<file path="config.mk">
export PLATFORM = sky130hd
export DESIGN_NAME = regfile_wr_arbiter_flat
export DESIGN_NICKNAME = d
export VERILOG_FILES = /design/src/rtl/regfile_wr_arbiter_if.sv /design/src/rtl/regfile_wr_arbiter.sv /design/src/flat_wrapper.sv
export SDC_FILE = /design/constraint.sdc
export NUM_CORES = 1
export LEC_CHECK = 0
export CORE_MARGIN = 2
export CORE_UTILIZATION = 65
export CTS_BUF_LIST = sky130_fd_sc_hd__clkbuf_8
export DETAILED_ROUTE_END_ITERATION = 8
export DONT_BUFFER_PORTS = 1
export HOLD_SLACK_MARGIN = 0.12
export PLACE_DENSITY = 0.81
export SETUP_SLACK_MARGIN = 0.2
export SYNTH_ARGS = -nofsm -noshare
export SYNTH_HDL_FRONTEND = slang
export SYNTH_SLANG_ARGS = --single-unit
</file>
<file path="constraint.sdc">
create_clock -name clk -period 3.6 [get_ports clk]
set_input_delay 0.72 -clock clk [delete_from_list [all_inputs] [get_ports clk]]
set_output_delay 0.72 -clock clk [all_outputs]
set_load 0.02 [all_outputs]
</file>
<file path="src/rtl/regfile_wr_arbiter_if.sv">
// rtl/regfile_wr_arbiter_if.sv - requester and register-file write bundle for the write arbiter
interface regfile_wr_arbiter_if;
    logic        start_init;
    logic [2:0]  req_valid;
    logic [4:0]  req_addr0;
    logic [4:0]  req_addr1;
    logic [4:0]  req_addr2;
    logic [31:0] req_data0;
    logic [31:0] req_data1;
    logic [31:0] req_data2;
    logic [2:0]  req_ready;
    logic        rf_we;
    logic [4:0]  rf_waddr;
    logic [31:0] rf_wdata;
    logic        init_done;

    // requester / control side
    modport master (
        output start_init,
        output req_valid,
        output req_addr0,
        output req_addr1,
        output req_addr2,
        output req_data0,
        output req_data1,
        output req_data2,
        input  req_ready,
        input  rf_we,
        input  rf_waddr,
        input  rf_wdata,
        input  init_done
    );

    // arbiter side
    modport slave (
        input  start_init,
        input  req_valid,
        input  req_addr0,
        input  req_addr1,
        input  req_addr2,
        input  req_data0,
        input  req_data1,
        input  req_data2,
        output req_ready,
        output rf_we,
        output rf_waddr,
        output rf_wdata,
        output init_done
    );
endinterface

</file>
<file path="src/rtl/regfile_wr_arbiter.sv">
// rtl/regfile_wr_arbiter.sv - clears a 32-entry register file, then round-robins three write requesters onto one port
module regfile_wr_arbiter (
    input  logic                 clk,
    input  logic                 reset,
    regfile_wr_arbiter_if.slave  wr
);

    typedef enum logic {
        ST_INIT = 1'b0,
        ST_ARB  = 1'b1
    } state_t;

    state_t      state;
    state_t      state_nxt;

    logic [4:0]  init_cnt;
    logic [1:0]  rr_ptr;
    logic        init_done_q;

    logic        rf_we_q;
    logic [4:0]  rf_waddr_q;
    logic [31:0] rf_wdata_q;

    logic [2:0]  rr_grant;
    logic [2:0]  grant;
    logic        xfer;
    logic [4:0]  sel_addr;
    logic [31:0] sel_data;
    logic [1:0]  rr_next;

    // state register; reset always lands in the clear sequence
    always_ff @(posedge clk) begin
        if (reset) begin
            state <= ST_INIT;
        end else begin
            state <= state_nxt;
        end
    end

    // next state: clear runs to address 31, start_init only honoured while arbitrating
    always_comb begin
        state_nxt = state;
        case (state)
            ST_INIT: begin
                if (init_cnt == 5'd31) begin
                    state_nxt = ST_ARB;
                end
            end
            ST_ARB: begin
                if (wr.start_init) begin
                    state_nxt = ST_INIT;
                end
            end
            default: state_nxt = ST_INIT;
        endcase
    end

    // round-robin pick: first pending requester at or above rr_ptr, wrapping modulo 3
    always_comb begin
        rr_grant = 3'b000;
        case (rr_ptr)
            2'd0: begin
                if      (wr.req_valid[0]) rr_grant = 3'b001;
                else if (wr.req_valid[1]) rr_grant = 3'b010;
                else if (wr.req_valid[2]) rr_grant = 3'b100;
            end
            2'd1: begin
                if      (wr.req_valid[1]) rr_grant = 3'b010;
                else if (wr.req_valid[2]) rr_grant = 3'b100;
                else if (wr.req_valid[0]) rr_grant = 3'b001;
            end
            default: begin
                if      (wr.req_valid[2]) rr_grant = 3'b100;
                else if (wr.req_valid[0]) rr_grant = 3'b001;
                else if (wr.req_valid[1]) rr_grant = 3'b010;
            end
        endcase
    end

    // grants are suppressed while clearing, on a re-init request and under reset
    always_comb begin
        grant = 3'b000;
        if (state == ST_ARB && !wr.start_init && !reset) begin
            grant = rr_grant;
        end
    end

    // a grant is only ever given to a valid requester, so any grant is a transfer
    always_comb begin
        xfer     = |grant;
        sel_addr = wr.req_addr0;
        sel_data = wr.req_data0;
        rr_next  = 2'd1;
        if (grant[1]) begin
            sel_addr = wr.req_addr1;
            sel_data = wr.req_data1;
            rr_next  = 2'd2;
        end else if (grant[2]) begin
            sel_addr = wr.req_addr2;
            sel_data = wr.req_data2;
            rr_next  = 2'd0;
        end
    end

    // write port, clear counter, rotation pointer and init_done
    always_ff @(posedge clk) begin
        if (reset) begin
            init_cnt    <= 5'd0;
            rr_ptr      <= 2'd0;
            init_done_q <= 1'b0;
            rf_we_q     <= 1'b0;
            rf_waddr_q  <= 5'd0;
            rf_wdata_q  <= 32'd0;
        end else begin
            case (state)
                ST_INIT: begin
                    rf_we_q    <= 1'b1;
                    rf_waddr_q <= init_cnt;
                    rf_wdata_q <= 32'd0;
                    init_cnt   <= init_cnt + 5'd1;
                    if (init_cnt == 5'd31) begin
                        init_done_q <= 1'b1;
                    end
                end
                ST_ARB: begin
                    if (wr.start_init) begin
                        rf_we_q     <= 1'b0;
                        init_done_q <= 1'b0;
                        init_cnt    <= 5'd0;
                    end else if (xfer) begin
                        rf_we_q    <= 1'b1;
                        rf_waddr_q <= sel_addr;
                        rf_wdata_q <= sel_data;
                        rr_ptr     <= rr_next;
                    end else begin
                        rf_we_q <= 1'b0;
                    end
                end
                default: begin
                    rf_we_q <= 1'b0;
                end
            endcase
        end
    end

    assign wr.req_ready = grant;
    assign wr.rf_we     = rf_we_q;
    assign wr.rf_waddr  = rf_waddr_q;
    assign wr.rf_wdata  = rf_wdata_q;
    assign wr.init_done = init_done_q;

endmodule

</file>
<file path="src/flat_wrapper.sv">
// flat-port wrapper written by rule: the top's interface ports become plain ports
module regfile_wr_arbiter_flat 
  (clk, reset, wr_start_init, wr_req_valid, wr_req_addr0, wr_req_addr1, wr_req_addr2, wr_req_data0, wr_req_data1, wr_req_data2, wr_req_ready, wr_rf_we, wr_rf_waddr, wr_rf_wdata, wr_init_done);
  regfile_wr_arbiter_if wr_i ();
  input  logic clk;
  input  logic reset;
  input wire logic [$bits(wr_i.start_init)-1:0] wr_start_init;
  input wire logic [$bits(wr_i.req_valid)-1:0] wr_req_valid;
  input wire logic [$bits(wr_i.req_addr0)-1:0] wr_req_addr0;
  input wire logic [$bits(wr_i.req_addr1)-1:0] wr_req_addr1;
  input wire logic [$bits(wr_i.req_addr2)-1:0] wr_req_addr2;
  input wire logic [$bits(wr_i.req_data0)-1:0] wr_req_data0;
  input wire logic [$bits(wr_i.req_data1)-1:0] wr_req_data1;
  input wire logic [$bits(wr_i.req_data2)-1:0] wr_req_data2;
  output wire logic [$bits(wr_i.req_ready)-1:0] wr_req_ready;
  output wire logic [$bits(wr_i.rf_we)-1:0] wr_rf_we;
  output wire logic [$bits(wr_i.rf_waddr)-1:0] wr_rf_waddr;
  output wire logic [$bits(wr_i.rf_wdata)-1:0] wr_rf_wdata;
  output wire logic [$bits(wr_i.init_done)-1:0] wr_init_done;
  assign wr_i.start_init = wr_start_init;
  assign wr_i.req_valid = wr_req_valid;
  assign wr_i.req_addr0 = wr_req_addr0;
  assign wr_i.req_addr1 = wr_req_addr1;
  assign wr_i.req_addr2 = wr_req_addr2;
  assign wr_i.req_data0 = wr_req_data0;
  assign wr_i.req_data1 = wr_req_data1;
  assign wr_i.req_data2 = wr_req_data2;
  assign wr_req_ready = wr_i.req_ready;
  assign wr_rf_we = wr_i.rf_we;
  assign wr_rf_waddr = wr_i.rf_waddr;
  assign wr_rf_wdata = wr_i.rf_wdata;
  assign wr_init_done = wr_i.init_done;
  regfile_wr_arbiter u_core (.clk(clk), .reset(reset), .wr(wr_i));
endmodule
</file>
==> results of run 1 <==
[stage by stage]
stage                     instance area [sq um]  setup slack [ns]  utilization, %
after floorplan                            2680              1.03               -
after global placement                     2650              1.17            66.2
after detailed placement                   2650              1.11            66.2
after CTS                                  2750              1.01            68.8
after global routing                       2750             0.947            68.8
final                                      2750              1.01            68.8
[worst max-delay path by stage]
stage	from	to	slack (ns)	cells past startpoint
global route	u_core.state$_SDFF_PP0_	wr_req_ready[2]	0.95	4
CTS	u_core.state$_SDFF_PP0_	wr_req_ready[1]	1.01	4
global placement	wr_start_init	u_core.wr.rf_wdata[31]$_SDFFE_PP0P_	1.17	5
floorplan	wr_start_init	wr_req_ready[2]	1.03	4
finish	u_core.state$_SDFF_PP0_	wr_req_ready[2]	1.01	4
detailed placement	wr_start_init	u_core.wr.rf_waddr[0]$_SDFFE_PP0P_	1.11	5
[registers in the layout, summed over array words and instances, names as in the netlist]
register / flops
u_core.wr.rf_wdata: 32
u_core.init_cnt: 5
u_core.wr.rf_waddr: 5
u_core.rr_ptr: 2
u_core.state: 1
u_core.wr.init_done: 1
u_core.wr.rf_we: 1
[kinds of logic after synthesis]
group / share of synthesized area, %
XOR/XNOR: 0.326
AO/OA/AOI/OAI: 44.1
adder cells (fa/ha/maj): 0.932
buffers and inverters: 6.57
AND/OR/NAND/NOR: 13.0
flip-flops: 35.1
[report_power, final]
group	switching (W)	internal [W]
sequential	0.00000782	0.000524
combinational	0.0000325	0.0000331
clock	0.000171	0.000173
[worst max-delay path, cell delays in order (launching register included)]
cell     delay, ns
dfxtp_1       0.33
buf_4         0.23
or3b_4        0.45
a21o_2        0.22
nor2_1        0.34
[cell usage in the layout (no fill, tap or decap), types with 3 or more instances in the layout]
| cell type | instances |
|---|---|
| a21oi_1 | 23 |
| a21oi_2 | 20 |
| a31oi_1 | 4 |
| buf_4 | 9 |
| clkbuf_8 | 7 |
| dfxtp_1 | 47 |
| inv_1 | 4 |
| nand2_1 | 34 |
| nand2b_1 | 5 |
| nand3_1 | 3 |
| nor2_1 | 14 |
| nor2b_1 | 5 |
| nor3_1 | 3 |
| o21a_1 | 4 |
| o21ai_0 | 7 |
| o221ai_1 | 12 |
| o221ai_2 | 20 |
| o22a_1 | 35 |
[final cells by class]
cell class	instances	area, sq um	share of cell area (%)
repair buffers	9	67.6	2.46
clock buffers	7	96.3	3.50
inverters	3	11.3	0.409
multi-input cells	210	1570	57.0
clock inverters	1	3.75	0.136
flip-flops and latches	47	941	34.2
well taps	50	62.6	2.27
[layer usage]
metal | track usage [%] | wire, microns
met5 | 0 | 0
met4 | 9.75 | 106
met3 | 7.24 | 611
met1 | 29.6 | 2510
met2 | 47.7 | 3350
==> reports/results.env, run 1 <==
STATUS='finished, final reports clean'
GP_CONGESTION=0.777
SYNTH-SEQ-CELLS=47
WORSTMARGINPINSLEW_NS=0.893
DIE_WIDTH_MICRONS=68.3
FINAL_LAYOUT_SIZE_SUFFIX_GT1_SHARE_PCT=22.7
PERIOD_SHARE_PCT=72.0
POWER_W=0.000941
SETUP_VIOL=0
SYNTH_FLOP_CELL='dfxtp_1'
DETAIL_ROUTE.VIAS_PER_CELL=6.95
FIRST_GLOBAL_VIAS=2003
PERIOD_NEEDED_NS=2.59
TIMING.REG2REG.SETUP_SLACK_NS=1.27
CTS_RESIZED=0
YS_ASYNC_SR_FRACTION_PCT=0
ACHIEVABLE-FREQUENCY_GHz=0.386
R2R-END='u_core.wr.rf_waddr[0]$_SDFFE_PP0P_'
FINAL_MAX_SLEW_VIOL_COUNT=0
SYN-INSTANCE-COUNT=289
IOS=159
GRT_REMAINING_OVERFLOW=0
NETLIST_AREA_SQ_MM=0.00268
FIN_WORST_SKEW_NS=0.00162
ANTENNA_FOUND_INITIAL=0
FP.DIEAREA_SQ_MM=0.00466
TIGHTEST_HOLD_MARGIN_NS=0.477
SYNTH-EDFF-COUNT=0
POST_SYNTH_MAIN_AREA_CONTRIBUTORS='dfxtp_1 (35%), o22a_1 (11%), o221ai_2 (11%), a21oi_2 (6.5%), nand2_1 (4.8%)'
CTS.SINKS=47
WORSTREG2REGSTART='u_core.state$_SDFF_PP0_'
FIN_CELLS=327
ENDPOINT_KIND='primary output'
SYNTHDISTINCTLIBCELLS=41
POST_SYNTH_MOST_FREQUENT_CELLS='dfxtp_1 (47), o22a_1 (35), nand2_1 (34)'
ROUTE.ANTENNA.REMAINING_NETS=0
TRITONCTS='built'
CTS_MAX_PATH_BUFFERS=2
GRT_START_MAX_NET_PINS=50
YS_SEQ_AREA_SHARE_PCT=35.1
POWER.DENSITY_mW_PER_MM2=342
HOLDPATHEND='u_core.wr.rf_wdata[23]$_SDFFE_PP0P_'
FIRST_PASS_GRT_WIRE_LENGTH_MM=9.29
IO_BUFFER_COUNT=0
CP_DATA_ARRIVAL_TIME_NS=1.87
YOSYS.AREA.TOP_TYPE='dfxtp_1'
SYNTH.MOST_COMMON_CELL='dfxtp_1'
TRITONCTS.NUM_BUFFERS=5
CRITPATHKIND='reg -> out'
FILLER_CELL_COUNT=314
SYN-NUM-NETS=408
CLK_LATENCY_NS=0.30
SYNTH-WARNING-COUNT=0
MIN_PATH_TYPE='in -> reg'
CTS.HOLD.BUFFERS_ADDED=0
DETAIL_ROUTE.DRC_VIOLATIONS=0
CORE_REGION_AREA_SQ_MM=0.00400
FLOW.AREA_GROWTH_FROM_SYNTHESIS_PCT=2.47
ROUTE.VIAS.TOTAL=2273
CELL_COUNT_POST_PLACEMENT=319
DR.PASS1.ITERS=6
NUM_ANTENNA_CELLS=0
GLOBAL_ROUTE.USAGE.TOTAL_PCT=26.5
CLK_PIN_SLEW_WORST_PATHS_NS=0.08
WORSTHOLDPATHCELLS=1
INITIALDRTVIOLATIONCOUNT=86
CRITPATHREQUIREDTIME_NS=2.88
POST_DRT_WL_PER_CELL_MICRONS=20.1
WORST-PATH-MAX-FANOUT=24
HOLD_VIOL=0
TIMING.SETUP.TNS_NS=0
MAX_CAP_VIOL_COUNT=0
SYNTH.TOP_CELL.AREA_SHARE_PCT=35.1
ROWS=23
TIMING.REG2REG.WORST_PATH_DEPTH=6
CHIPHEIGHT_MICRONS=68.3
POSTSYNTHAREAPERCELL_SQ_UM=9.29
CRITPATHLAUNCHTYPE='register'
DETAILEDPLACEMENTHPWL_MM=4.64
INITIAL_UTIL_PCT=67.1
HTREE_LEVELS=2
RSZ0062_AT_GRT='no'
CTSROOTBUFFERMASTER='clkbuf_8'
LEAKAGE_nW=0.791
MIN_FROM='reset'
IR_DROP_V=0.000253
NETS=395
DRT-TOTAL-WL_MM=6.58
POST_CTS.REPAIR.SETUP_BUFFERS=0
TIMING.SLEW.HEADROOM_PCT=40.3
(Power assumes the default switching activity.)
==> run 2, diff against run 1 <==
==> constraint.sdc (replaced) <==
create_clock -name clk -period 2.6 [get_ports clk]
set_input_delay 0.52 -clock clk [delete_from_list [all_inputs] [get_ports clk]]
set_output_delay 0.52 -clock clk [all_outputs]
set_load 0.02 [all_outputs]
==> run 2 against run 1 <==
Compared with the run above:
- sequential share of layout area fell by 0.63 points
- clock power is 40% higher
- die area stayed put
- clock skew is 0.0043 ns higher
- via count shrank 0.57%
- global-route usage fell by 0.44 points
- count of clock-buffer cells in the layout unchanged
- final cell count rose by 1.8%
- combinational power increased by 43%
- non-clock buffer count increased by 6
- worst setup slack worse by 0.67 ns
- largest cell class unchanged
==> reports/results.env, run 2 (synthesis gave the netlist of run 1 again) <==
POWER_W=0.00131  # +39%
CRITICAL_PATH.STARTPOINT='u_core.state$_SDFF_PP0_'
DETAILEDPLACEMENTHPWL_MM=4.75  # +2.5%
INITIALDRTVIOLATIONCOUNT=114  # +33%
FINAL_LAYOUT_SIZE_SUFFIX_GT1_SHARE_PCT=24.7  # +2.0 points
SWITCHINGPOWER_W=0.000297  # +41%
CP_DATA_ARRIVAL_TIME_NS=1.74  # -0.13 ns
WORSTMARGINPINSLEW_NS=0.640  # -0.253 ns
LEAKAGE_nW=0.823  # +4.1%
FLOW.AREA_GROWTH_FROM_SYNTHESIS_PCT=4.38
WORSTREG2REGSTART='u_core.state$_SDFF_PP0_'
TRITONCTS='built'
LAYOUT_COMMON_CELLS='dfxtp_1 (47), o22a_1 (35), nand2_1 (34), a21oi_1 (23)'
MAX_CAP_VIOL_COUNT=0  # unchanged
SEQUENTIAL_CELL_AREA_SQ_UM=941  # unchanged
IOS=159  # unchanged
ACHIEVABLE-FREQUENCY_GHz=0.442
TIMING.SETUP.TNS_NS=0  # unchanged
DETAIL_ROUTE.VIAS_PER_CELL=6.79  # -2.4%
FILLER_CELL_COUNT=315  # +0.32%
DIE_WIDTH_MICRONS=68.3  # unchanged
MOSTFREQUENTLAYOUTCELL='dfxtp_1'
ROUTE.ANTENNA.REMAINING_NETS=0  # unchanged
CP_CELL_SEQUENCE='or3b_4 > a21o_2 > nor2_1 > buf_4'
MIN_FROM='reset'
FIRST_GLOBAL_VIAS=1976  # -1.3%
CRITICAL_PATH.SLOWEST_CELL='or3b_4'
CORE_REGION_AREA_SQ_MM=0.00400  # unchanged
R2R-END='u_core.wr.rf_waddr[1]$_SDFFE_PP0P_'
CLK_PIN_SLEW_WORST_PATHS_NS=0.09  # about the same
CTS_MAX_PATH_BUFFERS=2  # unchanged
FP.DIEAREA_SQ_MM=0.00466  # unchanged
NUM_ANTENNA_CELLS=0  # unchanged
FIN_WORST_SKEW_NS=0.00588  # +0.00426 ns
ENDPOINT_KIND='primary output'
PERIOD_SHARE_PCT=87.0
IR_DROP_V=0.000286  # +13%
PWR-SHARE-SEQ_PCT=56.2  # -0.4 points
POST_DRT_WL_PER_CELL_MICRONS=19.6  # -2.7%
CRITPATHREQUIREDTIME_NS=2.08  # -0.80 ns
CTS_RESIZED=0  # unchanged
STATUS='finished, final reports clean'
PERIOD_NEEDED_NS=2.26
GP_CONGESTION=0.747  # -3.9%
DRT-TOTAL-WL_MM=6.52  # -0.93%
ROWS=23  # unchanged
MIN_PATH_TYPE='in -> reg'
P_COMB_SHARE_PCT=7.1  # about the same
WORST-PATH-MAX-FANOUT=16  # -33%
HTREE_LEVELS=2  # unchanged
SETUP_VIOL=0  # unchanged
MULTI_INPUT_COMB_AREA_SQ_MM=0.00157  # +0.40%
TIMING.SLEW.HEADROOM_PCT=57.2  # +17 points
GRT_REMAINING_OVERFLOW=0  # unchanged
HOLDPATHEND='u_core.wr.rf_wdata[21]$_SDFFE_PP0P_'
RSZ0062_AT_GRT='no'
ROUTE.VIAS.TOTAL=2260  # -0.57%
ANTENNA_FOUND_INITIAL=0  # unchanged
LARGEST_REG_FLOPS=32  # unchanged
GRT_START_MAX_NET_PINS=50  # unchanged
GLOBAL_ROUTE.USAGE.TOTAL_PCT=26.1  # -0.44 points
SWITCHING_SHARE_PCT=22.7  # +0.22 points
DR.PASS1.ITERS=4  # -2
TIMING.REG2REG.SETUP_SLACK_NS=0.66  # -0.61 ns
CLK_LATENCY_NS=0.30  # about the same
INITIAL_UTIL_PCT=67.1  # unchanged
NETS=401  # +1.5%
IO_BUFFER_COUNT=0  # unchanged
DETAIL_ROUTE.DRC_VIOLATIONS=0  # unchanged
HOLD_VIOL=0  # unchanged
CHIPHEIGHT_MICRONS=68.3  # unchanged
TIMING.REG2REG.WORST_PATH_DEPTH=5  # -1
FINAL_MAX_SLEW_VIOL_COUNT=0  # unchanged
FIRST_PASS_GRT_WIRE_LENGTH_MM=9.12  # -1.9%
TRITONCTS.NUM_BUFFERS=5  # unchanged
CTSROOTBUFFERMASTER='clkbuf_8'
CRITPATHKIND='reg -> out'
CP_SLOWEST_STAGE_DELAY_NS=0.42  # -0.03 ns
POWER.DENSITY_mW_PER_MM2=468  # +37%
CTS.SINKS=47  # unchanged
POWER_REPORT.INTERNAL_TOTAL_W=0.00101  # +39%
WORSTHOLDPATHCELLS=1  # unchanged
PWR-SHARE-CLK_PCT=36.6  # about the same
CTS.HOLD.BUFFERS_ADDED=0  # unchanged
POST_CTS.REPAIR.SETUP_BUFFERS=0  # unchanged
CRITPATHLAUNCHTYPE='register'
run 2: cell types whose count changed in the layout (fill, tap and decap cells not counted), sizes merged:
cell  previous run  this run
buf              9        15
run 2: layout make-up:
type                            count  area share [%]
Timing Repair Buffer               15            4.02
Multi-Input combinational cell    210            56.2
Clock buffer                        7            3.44
Inverter                            3           0.402
Clock inverter                      1           0.134
Sequential cell                    47            33.6
Tap cell                           50            2.23
run 2: power groups by stage:
stage / sequential (W) / clock (W) / combinational, W
after detailed placement: 0.000754 / 0 / 0.0000936
after floorplan: 0.000752 / 0 / 0.0000910
final: 0.000737 / 0.000480 / 0.0000935
after CTS: 0.000737 / 0.000490 / 0.0000936
after global routing: 0.000738 / 0.000513 / 0.000102
after global placement: 0.000754 / 0 / 0.0000902
run 2: per-layer routing:
layer / vias up / GRT usage, % / routed length [microns]
met5: - / 0 / 0
met4: 0 / 7.50 / 89
met3: 12 / 7.07 / 517
met2: 107 / 46.5 / 3300
met1: 1053 / 30.4 / 2610
li1: 1088 / - / -
run 2: through the flow:
step	std cells	area (sq um)	hold slack [ns]	setup slack, ns	utilization, %
after floorplan	289	2680	0.469	0.428	-
after global placement	325	2700	0.477	0.471	67.4
after detailed placement	325	2700	0.485	0.467	67.4
after CTS	333	2800	0.262	0.238	69.9
after global routing	333	2800	0.249	0.223	70.0
final	333	2800	0.273	0.339	70.0
run 2: worst max-delay path by stage:
| stage | end | cells after the start |
|---|---|---|
| 2_1_floorplan | wr_req_ready[2] | 4 |
| 3_3_place_gp | wr_req_ready[2] | 4 |
| 3_5_place_dp | wr_req_ready[2] | 4 |
| 4_1_cts | wr_req_ready[0] | 4 |
| 5_1_grt | wr_req_ready[2] | 4 |
| 6_report | wr_req_ready[2] | 4 |
run 2: worst max-delay path: cells and delay by family (launching register included):
kind | cells | cell delay (ns)
AOI/OAI and AO/OA | 1 | 0.35
buffers and inverters | 1 | 0.17
DFF | 1 | 0.34
and+or+nand+nor | 2 | 0.57
==> run 3, diff against run 2 <==
--- a/config.mk
+++ b/config.mk
@@ -8,6 +8,7 @@
 export CORE_MARGIN = 2
 export CORE_UTILIZATION = 65
 export CTS_BUF_LIST = sky130_fd_sc_hd__clkbuf_8
+export CTS_CLUSTER_DIAMETER = 30
 export DETAILED_ROUTE_END_ITERATION = 8
 export DONT_BUFFER_PORTS = 1
 export HOLD_SLACK_MARGIN = 0.12
==> results of run 3 <==
Final layout, timing and power as in run 2 (identical DEF).
